<file path="config.mk">
export PLATFORM = sky130hd
export DESIGN_NAME = cic_comp_fir
export DESIGN_NICKNAME = d
export VERILOG_FILES = /design/src/rtl/cmp_fir_pkg.sv /design/src/rtl/cmp_fir_mac.sv /design/src/rtl/cic_comp_fir.sv
export SDC_FILE = /design/constraint.sdc
export NUM_CORES = 1
export LEC_CHECK = 0
export BUFFER_PORTS_ARGS = -buffer_cell sky130_fd_sc_hd__buf_2
export CAP_MARGIN = 25
export CORE_ASPECT_RATIO = 2
export CORE_MARGIN = 3
export CORE_UTILIZATION = 60
export CTS_BUF_LIST = sky130_fd_sc_hd__clkbuf_4
export CTS_CLUSTER_SIZE = 16
export DETAILED_ROUTE_END_ITERATION = 6
export PLACE_DENSITY = 0.84
export SYNTH_ARGS = -nofsm -noshare
export SYNTH_HDL_FRONTEND = slang
export SYNTH_HIERARCHICAL = 1
export SYNTH_SLANG_ARGS = --single-unit
</file>
<file path="constraint.sdc">
create_clock -name cmp_clk -period 15.5 [get_ports cmp_clk]
set_clock_uncertainty 0.2 [all_clocks]
set_input_delay 3.1 -clock cmp_clk [delete_from_list [all_inputs] [get_ports cmp_clk]]
set_output_delay 3.1 -clock cmp_clk [all_outputs]
set_load 0.005 [all_outputs]
</file>
<file path="src/rtl/cmp_fir_pkg.sv">
// ----------------------------------------------------------------------------
// cmp_fir_pkg
// Shared constants and types for the CIC droop-compensation FIR (cic_comp_fir).
//   NTAP/DW/CW/OW/AW : tap count and datapath widths
//   HALF, KW, PW     : derived MAC-loop length, tap-counter width, product width
//   COEF             : symmetric half of the Q1.11 coefficient set, c[0..7]
//   RND_K            : rounding constant 2^(CW-2) (half an output LSB)
//   cmp_state_e      : FSM state encoding
// ----------------------------------------------------------------------------
package cmp_fir_pkg;

    localparam int NTAP = 16;
    localparam int DW   = 16;
    localparam int CW   = 12;
    localparam int OW   = 16;
    localparam int AW   = 32;

    localparam int HALF = NTAP / 2;
    // One extra bit so the counter can reach HALF (the pipeline drain slot).
    localparam int KW   = $clog2(HALF) + 1;
    localparam int PW   = DW + 1 + CW;

    localparam logic signed [AW-1:0] RND_K = AW'(2 ** (CW - 2));

    // Sum of c[0..7] is 1024, so the full 16-tap DC gain is exactly 2048/2048.
    localparam logic signed [CW-1:0] COEF [HALF] = '{
        -12'sd6, 12'sd10, 12'sd25, -12'sd38,
        -12'sd85, 12'sd110, 12'sd400, 12'sd608
    };

    typedef enum logic [1:0] {
        ST_IDLE = 2'd0,
        ST_MAC  = 2'd1,
        ST_RND  = 2'd2,
        ST_OUT  = 2'd3
    } cmp_state_e;

endpackage

</file>
<file path="src/rtl/cmp_fir_mac.sv">
// ----------------------------------------------------------------------------
// cmp_fir_mac
// Time-shared pre-add / multiply / accumulate slice for the symmetric FIR.
// The product is registered before the accumulator, so a result issued in
// cycle n is folded into the accumulator at the end of cycle n+1.
//   clk_i, rst_ni : clock, asynchronous active-low reset
//   clr_i         : zero the accumulator this cycle (first MAC issue slot)
//   en_i          : xa_i/xb_i/coef_i hold a valid tap pair this cycle
//   xa_i, xb_i    : mirrored delay-line samples x[k], x[NTAP-1-k] (signed)
//   coef_i        : coefficient c[k] (signed Q1.11)
//   acc_o         : running sum of (x[k]+x[NTAP-1-k])*c[k]
// ----------------------------------------------------------------------------
module cmp_fir_mac
    import cmp_fir_pkg::*;
(
    input  logic          clk_i,
    input  logic          rst_ni,
    input  logic          clr_i,
    input  logic          en_i,
    input  logic [DW-1:0] xa_i,
    input  logic [DW-1:0] xb_i,
    input  logic [CW-1:0] coef_i,
    output logic [AW-1:0] acc_o
);

    logic signed [DW:0]    pre_add;
    logic signed [PW-1:0]  prod_d;
    logic signed [PW-1:0]  prod_q;
    logic                  prod_vld_q;
    logic signed [AW-1:0]  acc_d;
    logic signed [AW-1:0]  acc_q;

    // Pre-add one bit wider than a sample so x[k] + x[NTAP-1-k] cannot wrap.
    assign pre_add = $signed({xa_i[DW-1], xa_i}) + $signed({xb_i[DW-1], xb_i});
    assign prod_d  = PW'(pre_add) * PW'($signed(coef_i));

    always_comb begin
        acc_d = acc_q;
        if (clr_i) begin
            acc_d = '0;
        end else if (prod_vld_q) begin
            acc_d = acc_q + AW'(prod_q);
        end
    end

    always_ff @(posedge clk_i or negedge rst_ni) begin
        if (!rst_ni) begin
            prod_q     <= '0;
            prod_vld_q <= 1'b0;
            acc_q      <= '0;
        end else begin
            prod_q     <= prod_d;
            prod_vld_q <= en_i;
            acc_q      <= acc_d;
        end
    end

    assign acc_o = acc_q;

endmodule

</file>
<file path="src/rtl/cic_comp_fir.sv">
// ----------------------------------------------------------------------------
// cic_comp_fir
// Decimate-by-2, 16-tap symmetric droop-compensation FIR placed after the
// R=32 CIC decimator. Every second accepted sample launches one MAC sequence
// (IDLE -> MAC -> RND -> OUT) that yields one rounded 16-bit output.
//
// Ports
//   cmp_clk        : clock (shared with the CIC)
//   cmp_rstn       : asynchronous active-low reset
//   cmp_din        : signed input sample
//   cmp_din_vld    : one-cycle input strobe
//   cmp_dout       : signed filtered output, held between strobes
//   cmp_dout_vld   : one-cycle strobe marking a new cmp_dout
//   cmp_busy       : a MAC sequence is in flight (state != IDLE)
//   cmp_ovr        : sticky, an input strobe arrived while busy
//   cmp_dbg_state  : current FSM state (cmp_state_e encoding)
//
// Strobe semantics: there is no back-pressure. cmp_din is taken only in a
// cycle where cmp_din_vld is high and cmp_busy is low; a strobe while busy is
// dropped and recorded in cmp_ovr. cmp_dout_vld is a pure one-cycle pulse.
//
// Build option: define CMP_SAT_EN to clamp the rounded result to the output
// range; otherwise the result is wrapped to OW bits.
//
// Timing: a pair-completing strobe in cycle 0 gives MAC in cycles 1..9
// (8 issue slots plus one drain slot for the registered product), RND in
// cycle 10 (cmp_dout loaded) and OUT in cycle 11 (cmp_dout_vld high).
// ----------------------------------------------------------------------------
module cic_comp_fir
    import cmp_fir_pkg::*;
(
    input  logic          cmp_clk,
    input  logic          cmp_rstn,
    input  logic [DW-1:0] cmp_din,
    input  logic          cmp_din_vld,
    output logic [OW-1:0] cmp_dout,
    output logic          cmp_dout_vld,
    output logic          cmp_busy,
    output logic          cmp_ovr,
    output logic [1:0]    cmp_dbg_state
);

    localparam int XIW = $clog2(NTAP);

    cmp_state_e          state_q, state_d;
    logic [KW-1:0]       kidx_q, kidx_d;
    logic                phase_q, phase_d;
    logic                ovr_q, ovr_d;
    logic [OW-1:0]       dout_q, dout_d;
    logic [DW-1:0]       x_q [NTAP];

    logic                accept;
    logic                mac_clr;
    logic                mac_en;
    logic [KW-2:0]       k;
    logic [XIW-1:0]      idx_a;
    logic [XIW-1:0]      idx_b;
    logic [AW-1:0]       acc;
    logic signed [AW-1:0] rnd_sum;
    logic signed [AW-1:0] r_full;
    logic [OW-1:0]       r_nar;

    // ------------------------------------------------------------------
    // Input acceptance, phase and overrun tracking
    // ------------------------------------------------------------------
    assign accept = (state_q == ST_IDLE) && cmp_din_vld;

    always_comb begin
        phase_d = phase_q;
        ovr_d   = ovr_q;
        if (accept) begin
            phase_d = ~phase_q;
        end
        if (cmp_din_vld && (state_q != ST_IDLE)) begin
            ovr_d = 1'b1;
        end
    end

    // ------------------------------------------------------------------
    // FSM next state and MAC control
    // ------------------------------------------------------------------
    always_comb begin
        state_d = state_q;
        kidx_d  = kidx_q;
        mac_clr = 1'b0;
        mac_en  = 1'b0;
        case (state_q)
            ST_IDLE: begin
                kidx_d = '0;
                if (accept && phase_q) begin
                    state_d = ST_MAC;
                end
            end
            ST_MAC: begin
                mac_clr = (kidx_q == '0);
                // Counter values 0..HALF-1 issue a tap pair; HALF drains the product.
                mac_en  = !kidx_q[KW-1];
                if (kidx_q == KW'(HALF)) begin
                    kidx_d  = '0;
                    state_d = ST_RND;
                end else begin
                    kidx_d = kidx_q + 1'b1;
                end
            end
            ST_RND:  state_d = ST_OUT;
            ST_OUT:  state_d = ST_IDLE;
            default: state_d = ST_IDLE;
        endcase
    end

    // ------------------------------------------------------------------
    // Tap selection and MAC datapath
    // ------------------------------------------------------------------
    assign k     = kidx_q[KW-2:0];
    assign idx_a = {1'b0, k};
    assign idx_b = XIW'(NTAP - 1) - {1'b0, k};

    cmp_fir_mac u_mac (
        .clk_i  (cmp_clk),
        .rst_ni (cmp_rstn),
        .clr_i  (mac_clr),
        .en_i   (mac_en),
        .xa_i   (x_q[idx_a]),
        .xb_i   (x_q[idx_b]),
        .coef_i (COEF[k]),
        .acc_o  (acc)
    );

    // ------------------------------------------------------------------
    // Round half toward +inf, then narrow to the output width
    // ------------------------------------------------------------------
    assign rnd_sum = $signed(acc) + RND_K;
    assign r_full  = rnd_sum >>> (CW - 1);

`ifdef CMP_SAT_EN
    localparam logic signed [AW-1:0] OUT_MAX = AW'(2 ** (OW - 1) - 1);
    localparam logic signed [AW-1:0] OUT_MIN = -AW'(2 ** (OW - 1));

    always_comb begin
        r_nar = r_full[OW-1:0];
        if (r_full > OUT_MAX) begin
            r_nar = {1'b0, {(OW-1){1'b1}}};
        end else if (r_full < OUT_MIN) begin
            r_nar = {1'b1, {(OW-1){1'b0}}};
        end
    end
`else
    logic unused_r_hi;

    assign r_nar       = r_full[OW-1:0];
    assign unused_r_hi = ^r_full[AW-1:OW];
`endif

    always_comb begin
        dout_d = dout_q;
        if (state_q == ST_RND) begin
            dout_d = r_nar;
        end
    end

    // ------------------------------------------------------------------
    // State registers and delay line
    // ------------------------------------------------------------------
    always_ff @(posedge cmp_clk or negedge cmp_rstn) begin
        if (!cmp_rstn) begin
            state_q <= ST_IDLE;
            kidx_q  <= '0;
            phase_q <= 1'b0;
            ovr_q   <= 1'b0;
            dout_q  <= '0;
            for (int i = 0; i < NTAP; i++) begin
                x_q[i] <= '0;
            end
        end else begin
            state_q <= state_d;
            kidx_q  <= kidx_d;
            phase_q <= phase_d;
            ovr_q   <= ovr_d;
            dout_q  <= dout_d;
            if (accept) begin
                for (int i = NTAP - 1; i > 0; i--) begin
                    x_q[i] <= x_q[i-1];
                end
                x_q[0] <= cmp_din;
            end
        end
    end

    assign cmp_dout      = dout_q;
    assign cmp_dout_vld  = (state_q == ST_OUT);
    assign cmp_busy      = (state_q != ST_IDLE);
    assign cmp_ovr       = ovr_q;
    assign cmp_dbg_state = state_q;

endmodule
</file>
== Word level (Yosys, flattened, before mapping) ==
Memories as Yosys holds them, arrays and structs flattened.
Cells that the tools add are included.

* Register bits: 342
* Bits in latches: 0
* Bits in writable memories: 0
* Bits in read-only memories: 96
* Input port bits: 19
* Output and inout bits: 21
* Logic and storage cells: 71
* Memories: 1

{| class="wikitable"
|+ Memories
! memory !! depth !! width !! read ports !! clocked after Yosys merged registers in !! wr ports !! RTL line !! RTL
|-
| (name not given) || 8 || 12 || 1 || 0 || 0 || cic_comp_fir.sv:125 || <nowiki>.coef_i (COEF[k]),</nowiki>
|}

* Add/subtract/negate cells: 5
* Multiply operators: 1
* Div/mod/pow operators: 0
* $lt $le $gt $ge: 3
* Equal/unequal tests: 6
* Shift operators: 0
* Mux-type cells: 17
* Bitwise operators: 4
* Reductions and logical operators: 10

{| class="wikitable"
|+ Operators by type and width
! operator !! count
|-
| $bmux W16 S4 || 2
|-
| $mux W16 || 4
|-
| $mux W32 || 2
|-
| $add A32 B29 Y32 || 1
|-
| $mul A17 B12 Y29 || 1
|-
| $add A27 B12 Y27 const B || 1
|-
| $mux W12 || 2
|-
| $add A16 B16 Y17 || 1
|-
| $ge A5 B5 Y1 const B || 2
|-
| $pmux W2 S4 || 1
|-
| $pmux W4 S2 || 1
|-
| $reduce_bool A2 Y1 || 3
|-
| $not A3 Y5 || 1
|-
| $not A4 Y5 || 1
|-
| $add A4 B1 Y4 const B || 1
|-
| $eq A2 B2 Y1 const B || 2
|-
| $eq A4 B4 Y1 const B || 1
|-
| $ge A4 B4 Y1 const B || 1
|-
| $logic_not A4 Y1 || 1
|-
| $mux W2 || 2
|-
| $mux W4 || 1
|-
| $not A3 Y4 || 1
|-
| $sub A4 B3 Y4 const A || 1
|-
| $logic_and A1 B1 Y1 || 3
|-
| other kinds (8) || 9
|}

== Depth between registers and ports, before layout ==
* Depth in word-level cells: 7
* Mapped depth: 37
* Gate-level depth less buffers: 33

== Hierarchy ==
Netlist, hierarchy kept.

{| class="wikitable"
|+ Modules (own cells, without submodules)
! module !! times used !! cells each !! area each (µm²) !! seq. area each (µm²)
|-
| cic_comp_fir || 1 || 880 || 12798.5 || 7006.7
|-
| cmp_fir_mac || 1 || 1275 || 11578.6 || 1551.5
|}

== Worst setup path after synthesis ==
No wires, ideal clock.

* Path kind: register -> register
* Start point: register kidx_q[0]
* End point: register u_mac.prod_q[27]
* Setup time: 0.128 ns
* Data arrival time: 8.131 ns
* Data required time: 15.172 ns
* Slack: 7.042 ns
* Stages on the path, launching flop included: 38
* Path buffers: 4
* Clock period less this slack: 8.458 ns
* Cell sequence: dfrtp_1 -> buf_2 -> buf_6 -> buf_6 -> mux4_2 -> nand2_1 -> nand2_1 -> ha_1 -> inv_1 -> fa_1 -> nor2b_4 -> o21ai_2 -> a21oi_1 -> or4b_4 -> a2111oi_4 -> nor2_1 -> a21oi_2 -> xnor2_1 -> (+2 left out) -> fa_1 -> fa_1 -> inv_1 -> fa_1 -> fa_1 -> inv_1 -> fa_1 -> inv_1 -> ha_1 -> and4_1 -> and2_1 -> nor3_1 -> o21ai_0 -> a41oi_1 -> a21oi_1 -> a211oi_1 -> a21oi_1 -> xor2_1

* Longest elaborated chain between the ends: 7
* Elaborated cells between the ends (all ways): 15
* Those cells by class: 2 x add/sub; 1 x mul; 8 x mux; 3 x bitwise; 1 x memory

{| class="wikitable"
|+ RTL lines
! element !! RTL line !! RTL
|-
| start: declaration || cic_comp_fir.sv:46 || <nowiki>logic [KW-1:0] kidx_q, kidx_d;</nowiki>
|-
| start signal: assignment || cic_comp_fir.sv:176 || <nowiki>kidx_q <= kidx_d;</nowiki>
|-
| $sub A4 B3 Y4 || cic_comp_fir.sv:116 || <nowiki>assign idx_b = XIW'(NTAP - 1) - {1'b0, k};</nowiki>
|-
| $not A4 Y5 (not written as such) || cic_comp_fir.sv:124 || <nowiki>.xb_i (x_q[idx_b]),</nowiki>
|-
| $bmux W16 S4 || cic_comp_fir.sv:124 ||
|-
| $mux W16 (not written as such) (2 in a row) || cic_comp_fir.sv:124 ||
|-
| $add A16 B16 Y17 || cmp_fir_mac.sv:34 || <nowiki>assign pre_add = $signed({xa_i[DW-1], xa_i}) + $signed({xb_i[DW-1], xb_i});</nowiki>
|-
| $mul A17 B12 Y29 (*) || cmp_fir_mac.sv:35 || <nowiki>assign prod_d = PW'(pre_add) * PW'($signed(coef_i));</nowiki>
|-
| via u_mac.prod_d[27] || cmp_fir_mac.sv:27 || <nowiki>logic signed [PW-1:0] prod_d;</nowiki>
|-
| end signal: assignment || cmp_fir_mac.sv:52 || <nowiki>prod_q <= prod_d;</nowiki>
|-
| end: declaration || cmp_fir_mac.sv:28 || <nowiki>logic signed [PW-1:0] prod_q;</nowiki>
|}

Mark *: on every way through the listed nets, which the timed path passes. The rest lies on a longest branch. The select of a mux whose other input is x is not followed.
A chain may end at the register's enable or synchronous reset.

== Worst setup path in the final report ==
* Start point: register kidx_q[0]
* End point: register u_mac.prod_q[25]

Same word-level chain as after synthesis.

==> results.sh <==
export IMPL_cp_start_kind="flop"
export IMPL_core_area_mm2=0.0388
export IMPL_setup_violations=0
export IMPL_final_antenna_net_count=0
export IMPL_slowest_delay_ns=0.67
export IMPL_fin_crit_sh=0.628
export IMPL_gp_congestion=0.902
export IMPL_startpoint="kidx_q[0]"
export IMPL_drive_above_1_share=0.244
export IMPL_fin_area_mm2=0.0252
export IMPL_path_max_fanout=42
export IMPL_layout_common_cells="dfrtp_1 (333), mux2_2 (260), inv_1 (254)"
export IMPL_core_rowCount=102
export IMPL_path_clk_slew_ns=0.07
export IMPL_timing_rr_end="u_mac/prod_q[25]"
export IMPL_ys_warn_count=6
export IMPL_status="finished clean"
export IMPL_cp_slowest_cell="dfrtp_4"
export IMPL_r2r_start="kidx_q[0]"
export IMPL_avgSynthCellArea_um2=11.4
export IMPL_start_util=0.609
export IMPL_drt_wl_total_um=49500
export IMPL_multi_input_area_mm2=0.0138
export IMPL_port_buffers=39
export IMPL_worst_slew_margin_rel=0.237
export IMPL_cts_inserted_buffers=77
export IMPL_maxCapViolations=0
export IMPL_first_pass_iters=5
export IMPL_vias=15400
export IMPL_io_pins=40
export IMPL_grt_max_degree=205
export IMPL_hold_viol_final=0
export IMPL_cp_data_required_time_ns=15.94
export IMPL_grt_pass1_wl_um=81500
export IMPL_max_freq_ghz=0.103
export IMPL_nets=2435
export IMPL_place_hpwl_um=36400
export IMPL_route_detailed_drc=0
export IMPL_clk_path_buf_depth=3
export IMPL_synth_area_mm2=0.0236
export IMPL_die_h_um=287
export IMPL_rsz0062_at_grt="false"
export IMPL_tns_ns=0
export IMPL_area_delta_synth_final_pct=6.88
export IMPL_post_cts_buffers=0
export IMPL_htree_levels=3
export IMPL_cts_tree="done"
export IMPL_final_common_cell="dfrtp_1"
export IMPL_die_area_mm2=0.0419
export IMPL_drt_iter0_markers=810
export IMPL_antenna_found_initial=5
export IMPL_cts_sinks=335
export IMPL_slew_viol_final=0
export IMPL_ctsHoldBuffers=0
export IMPL_grt_pass1_vias=17100
export IMPL_grtUsageTotal=0.240
export IMPL_viasPerCell=5.71
export IMPL_worstSetupPathType="flop to flop"
export IMPL_cts_root_buf="clkbuf_4"
export IMPL_setup_worst_path_end="u_mac/prod_q[25]"
export IMPL_clk_latency_ns=0.78
export IMPL_wl_per_cell_um=18.4
export IMPL_worstRegToRegCells=32
export IMPL_regArea_mm2=0.00839
export IMPL_synthCells=2074
export IMPL_cp_end_kind="flop"
export IMPL_r2r_slack_ns=5.77
export IMPL_die_w_um=146
export IMPL_hold_class="flop to flop"
export IMPL_overflow=0
export IMPL_post_dp_cell_area_mm2=0.0242
export IMPL_num_fill_cells=2910
export IMPL_crit_path_frequent_cell="fa_1"
export IMPL_synth_nets=2392
export IMPL_finalCriticalPeriod_ns=9.73
export IMPL_crit_arrival_ns=10.17
export IMPL_cts_resized=0
export IMPL_tightest_slew_ns=1.14
worst max-delay path: cells and delay by family, from the launching register on:
family / cells / cell delay (ns)
simple gates: 9 / 1.62
flops: 1 / 0.67
compound gates: 8 / 1.92
mux: 1 / 0.56
fa+ha+maj: 7 / 3.16
xor+xnor: 2 / 0.65
buf+inv: 5 / 0.77
stage by stage:
stage	hold slack [ns]	util	worst slack (ns)	instances
CTS	0.256	0.649	5.37	2691
finish	0.257	0.651	5.77	2696
global placement	0.233	0.624	5.77	2550
floorplan	0.247	-	7.21	2074
global route	0.283	0.651	5.25	2695
detailed placement	0.239	0.625	5.48	2555
per-layer routing:
layer  up-vias  wire, µm  global-route usage  part of all wire
met5         -         0                   0                 0
met4         0      2560               0.131             0.052
met3       188      1520              0.0370             0.031
met2       384     28700               0.471              0.58
met1      7830     16800               0.237              0.34
li1       6983         -                   -                 -
sequential cells by signal, indices dropped and copies added, names as in the netlist:
name / count
u_mac/acc_o: 27
cmp_ovr: 1
u_mac/prod_vld_q: 1
phase_q: 1
cmp_dbg_state: 2
u_mac/prod_q: 27
x_q: 256
kidx_q: 4
cmp_dout: 16
final cells by class:
class,instances,share of cell area
Antenna cell,2,0.000198
Multi-Input combinational cell,1384,0.548
Timing Repair Buffer,64,0.0175
Inverter,255,0.0379
Tap cell,520,0.0258
Sequential cell,335,0.332
Clock buffer,107,0.0318
Clock inverter,29,0.00625
worst min-delay path by stage:
stage            start  depth (start not counted)  slack (ns)      end
2_1_floorplan  phase_q                          1        0.25  phase_q
3_3_place_gp   cmp_ovr                          1        0.23  cmp_ovr
3_5_place_dp   cmp_ovr                          1        0.24  cmp_ovr
6_report       cmp_ovr                          1        0.26  cmp_ovr
5_1_grt        cmp_ovr                          1        0.28  cmp_ovr
4_1_cts        cmp_ovr                          1        0.26  cmp_ovr
Power is not shown: default switching activity piles up to over one toggle a cycle in this logic, so the estimate is an artifact.
